--- config.mk ---
export PLATFORM = sky130hd
export DESIGN_NAME = alu_exec_unit
export DESIGN_NICKNAME = d
export VERILOG_FILES = /design/src/rtl/alu_exec_unit.sv
export SDC_FILE = /design/constraint.sdc
export NUM_CORES = 1
export LEC_CHECK = 0
export ABC_AREA = 1
export CELL_PAD_IN_SITES_DETAIL_PLACEMENT = 1
export CELL_PAD_IN_SITES_GLOBAL_PLACEMENT = 1
export CORE_UTILIZATION = 41
export DETAILED_ROUTE_END_ITERATION = 6
export PLACE_DENSITY = 0.95
export SLEW_MARGIN = 40
export SYNTH_ARGS = -nofsm -noshare
export SYNTH_HDL_FRONTEND = slang
export SYNTH_SLANG_ARGS = --single-unit
--- constraint.sdc ---
create_clock -name clk -period 4.55 [get_ports clk]
set_input_delay 1.1375 -clock clk [delete_from_list [all_inputs] [get_ports clk]]
set_output_delay 1.1375 -clock clk [all_outputs]
set_load 0.01 [all_outputs]
--- src/rtl/alu_exec_unit.sv ---
// rtl/alu_exec_unit.sv - handshaked registered ALU decode-and-execute stage
// Define ALU_MUL_EN to build the iterative shift-add multiplier (funct 011000).
module alu_exec_unit #(
  parameter int unsigned WIDTH = 32
) (
  input  logic             clk,
  input  logic             rst,
  input  logic             in_valid,
  output logic             in_ready,
  input  logic [2:0]       alu_op,
  input  logic [5:0]       funct,
  input  logic [WIDTH-1:0] a,
  input  logic [WIDTH-1:0] b,
  output logic             out_valid,
  input  logic             out_ready,
  output logic [WIDTH-1:0] result,
  output logic             zero,
  output logic             illegal
);

  typedef enum logic [2:0] {
    OP_ADD, OP_SUB, OP_XOR, OP_OR, OP_SLT, OP_MUL, OP_ILL
  } op_t;

`ifdef ALU_MUL_EN
  typedef enum logic [1:0] {IDLE, BUSY, DONE} state_t;
  localparam int unsigned CNT_W = $clog2(WIDTH);
`else
  typedef enum logic [0:0] {IDLE, DONE} state_t;
`endif

  state_t           state;
  state_t           state_next;
  op_t              op;
  logic             accept;
  logic             slt_bit;
  logic [WIDTH-1:0] alu_res;

`ifdef ALU_MUL_EN
  logic [WIDTH-1:0] acc;
  logic [WIDTH-1:0] mcand;
  logic [WIDTH-1:0] mplier;
  logic [WIDTH-1:0] acc_step;
  logic [CNT_W-1:0] cnt;
  logic             last;

  assign acc_step = mplier[0] ? (acc + mcand) : acc;
  assign last     = (cnt == CNT_W'(WIDTH - 1));
`endif

  always_comb begin
    op = OP_ILL;
    case (alu_op)
      3'b000, 3'b011: op = OP_ADD;
      3'b001, 3'b100: op = OP_SUB;
      3'b010: begin
        case (funct)
          6'b100000: op = OP_ADD;
          6'b100010: op = OP_SUB;
          6'b100100: op = OP_XOR;
          6'b100101: op = OP_OR;
          6'b101010: op = OP_SLT;
`ifdef ALU_MUL_EN
          6'b011000: op = OP_MUL;
`endif
          default:   op = OP_ILL;
        endcase
      end
      default: op = OP_ILL;
    endcase
  end

  always_comb begin
    slt_bit = ($signed(a) < $signed(b));
    alu_res = '0;
    case (op)
      OP_ADD:  alu_res = a + b;
      OP_SUB:  alu_res = a - b;
      OP_XOR:  alu_res = a ^ b;
      OP_OR:   alu_res = a | b;
      OP_SLT:  alu_res = {{(WIDTH-1){1'b0}}, slt_bit};
      default: alu_res = '0;
    endcase
  end

  // DONE with out_ready behaves like IDLE so results can stream one per cycle.
  always_comb begin
    state_next = state;
    in_ready   = !rst && ((state == IDLE) || ((state == DONE) && out_ready));
    accept     = in_valid && in_ready;
    case (state)
      IDLE, DONE: begin
        if (accept) begin
`ifdef ALU_MUL_EN
          state_next = (op == OP_MUL) ? BUSY : DONE;
`else
          state_next = DONE;
`endif
        end else if ((state == DONE) && out_ready) begin
          state_next = IDLE;
        end
      end
`ifdef ALU_MUL_EN
      BUSY: begin
        if (last) state_next = DONE;
      end
`endif
      default: state_next = IDLE;
    endcase
  end

  always_ff @(posedge clk) begin
    if (rst) state <= IDLE;
    else     state <= state_next;
  end

  assign out_valid = (state == DONE);

  always_ff @(posedge clk) begin
    if (rst) begin
      result  <= '0;
      zero    <= 1'b0;
      illegal <= 1'b0;
`ifdef ALU_MUL_EN
      acc     <= '0;
      cnt     <= '0;
      mcand   <= '0;
      mplier  <= '0;
`endif
    end else begin
      if (accept && (op != OP_MUL)) begin
        result  <= alu_res;
        zero    <= (alu_res == '0);
        illegal <= (op == OP_ILL);
      end
`ifdef ALU_MUL_EN
      if (accept && (op == OP_MUL)) begin
        mcand  <= a;
        mplier <= b;
        acc    <= '0;
        cnt    <= '0;
      end
      if (state == BUSY) begin
        acc    <= acc_step;
        mcand  <= mcand << 1;
        mplier <= mplier >> 1;
        cnt    <= cnt + CNT_W'(1);
        if (last) begin
          result  <= acc_step;
          zero    <= (acc_step == '0);
          illegal <= 1'b0;
        end
      end
`endif
    end
  end

endmodule

==> qor.yml <==
clock_tree:
  cts.sinks: 35
  postCtsSetupRepairBufs: 0
  cts_resized: 0
  cts_buffers: 5
  htree_levels: 2
  clock_latency_ps: 280
  hold_buffers: 0
  cts_root_buf: "clkbuf_16"
  clkSlewWorstSetupHoldPaths_ps: 60
  cts_tree: "built"
  clk_path_buf_depth: 2
synthesis:
  async_flop_share_pct: 0
  synth_ff_type: "dfxtp_1"
  synth_compound_area_share_pct: 8.24
  synthDistinctLibCells: 36
  syn_area_sq_mm: 0.00794
  syn_avg_cell_area_sq_um: 5.19
  yosys.area.top_type: "nand2_1"
  synth_fp_nets: 1704
  synthAdderAreaFrac_pct: 15.5
  synth_mux_area_share_pct: 0
  synth_seq_area_share_pct: 8.82
  yosysWarnings: 0
  syn_inst: 1530
  synth_top_area_share_pct: 24.0
  netlist_top_cells_area: "nand2_1, ha_1, inv_1"
  ys_ff_latch: 35
  synth_top_family_by_area: "simple AND/OR/NAND/NOR gates"
  synth-xor-area-share_pct: 1.32
  synthSimpleGateAreaFrac_pct: 48.4
  synth_commonest_cells: "nand2_1, inv_1, nor2_1"
  post-synth-top-count-cell: "nand2_1"
  synth-edff-count: 0
worst_setup_path:
  critPathBufInv: 1
  slowest_stage: "clkdlybuf4s50_1"
  critical_path_class: "input pin to flop"
  slowest_delay_ps: 550
  cp_common_cell: "nand2_1"
  worstSetupStartpointType: "input pin"
  cp.required_ps: 4770
  cp_cell_sequence: "clkdlybuf4s50_1 > ha_1 > fa_1 > nand2_1 > a21oi_1 > nand2_1 > nand2_1 > nand2_1 > nand2_1 > nand2_1 > nand2_1 > nand2_1 > nand3_1 > nand3_1 > nor2_1 > nand2_1 > nor2_1 > nand2_1 > nor2_1 > nor2_1 > nor2_1"
  path_delay_family: "simple AND/OR/NAND/NOR gates"
  path_max_fanout: 4
  arrival_ps: 4410
  cp-end-kind: "flop"
cells_and_area:
  multi_input_area_sq_mm: 0.00583
  antennaDiodeCount: 0
  final-seq-area_sq_um: 701
  syn2layout_area_growth_pct: 18.6
  fillers: 2823
  drive_gt1_share_pct: 3.53
  nets: 1789
power:
  combPwrFrac_pct: 60.6
  intPower_uw: 914
  p_sw_uw: 869
  switching_share_pct: 48.7
  ir_drop_v: 0.000164
  clockPowerShare_pct: 20.6
  seqPwrFrac_pct: 18.8
  p_per_area_mw_per_mm2: 189
  p_leak_uw: 0.00535
sta:
  hold_viol_final: 0
  max_clock_freq_ghz: 0.238
  skew_ps: 7.21
  max_slew_margin_pct: 43.4
  rsz0062_at_grt: "no"
  finalWorstPathRequiredPeriod_ps: 4190
  setup_ws_ps: 356
  finalSetupViolCount: 0
  worst_slew_pin_slew_ps: 848
  tns_ps: 0
  drv_slew: 0
  post-route-period-util_pct: 92.2
floorplanning:
  fp.dieW_microns: 141
  dieArea_sq_mm: 0.0199
  chipHeight_microns: 141
  start_util_pct: 42.2
  pin_count: 113
  coreArea_sq_mm: 0.0188
  rows: 50
global_route:
  grt_max_degree: 47
  grt_pass1_wl_microns: 54700
  antenna_found_initial: 0
  overflow: 0
  grt_usage_pct: 35.1
  grt_pass1_vias: 10364
routing:
  antenna_left: 0
  routed_wirelength_microns: 34000
  route.vias.total: 10002
  wl_per_cell_microns: 18.1
  vias_per_cell: 5.33
  drt_iter0_markers: 666
  first_pass_iters: 5
  drcViolationCount: 0
place:
  gp_congestion: 1.00
  place_ws_ps: 215
  dp_hpwl_microns: 28300
  io_buffers: 112
job:
  drv_cap: 0
min_path:
  hp-class: "flop to flop"
run_status:
  status: "completed"
==> layer usage <==
metal,GRT usage [%],up-vias,wire (microns)
li1,-,4812,-
met1,44.6,4743,14500
met2,60.4,375,15900
met3,5.33,72,2530
met4,11.2,0,1030
met5,0,-,0
==> metrics by stage <==
step / hold WS [ps] / std cells / cell area [sq um] / total power, uW / utilization, %
after CTS: 466 / 1876 / 9420 / 1760 / 50.0
final: 467 / 1876 / 9420 / 1780 / 50.0
after detailed placement: 455 / 1868 / 9260 / 1390 / 49.2
after global placement: 454 / 1868 / 9260 / 1350 / 49.2
after floorplan: 490 / 1530 / 7940 / 992 / -
after global routing: 498 / 1876 / 9420 / 1900 / 50.0
==> tightest hold or removal path: stages, from the launching register on <==
cell     delay, ps
dfxtp_1        310
nand2_1         60
a21oi_1         50
==> state kept, by name (all words and copies together), names as in the netlist <==
name and cells:
illegal 1, out_valid 1, zero 1, result 32
==> final cells by class <==
type / count / area share (%)
clock buffer: 8 / 1.66
multi-input combinational: 1137 / 61.9
sequential: 35 / 7.44
tap: 260 / 3.45
timing repair buffer: 127 / 13.2
inverter: 309 / 12.3
==> kinds of logic after synthesis <==
| kind of cell | count (synthesis) |
|---|---|
| simple gates | 903 |
| buf+inv | 358 |
| compound gates | 125 |
| fa+ha+maj | 97 |
| flops | 35 |
| xor+xnor | 12 |
==> worst paths after layout <==
path,from,slack (ps),end,cells after the start
hold / removal,result[22],470,result[22],2
setup reg to reg,out_valid,2570,zero,9
hold reg to reg,result[22],470,result[22],2
setup / recovery,b[0],360,zero,21
==> power by group through the flow <==
| stage | Combinational, uW | Sequential (uW) | Clock (uW) |
|---|---|---|---|
| 2_1_floorplan | 646 | 346 | 0 |
| 3_3_place_gp | 1010 | 339 | 0 |
| 3_5_place_dp | 1050 | 340 | 0 |
| 4_1_cts | 1060 | 335 | 366 |
| 5_1_grt | 1190 | 336 | 381 |
| 6_report | 1080 | 335 | 367 |
==> placed cells by master (no fill, tap or decap), types with 11 or more instances in the layout <==
cell	synthesis	final
o21ai_1	11	11
nor2_1	166	166
buf_4	0	14
nor3_1	20	20
nand3_1	148	148
ha_1	95	95
inv_1	301	301
dfxtp_1	35	35
a21oi_1	86	86
nand4_1	19	19
nand2_1	508	508
xor2_1	12	12
o21ai_0	16	16
clkdlybuf4s50_1	0	112
(Power assumes the default switching activity.)
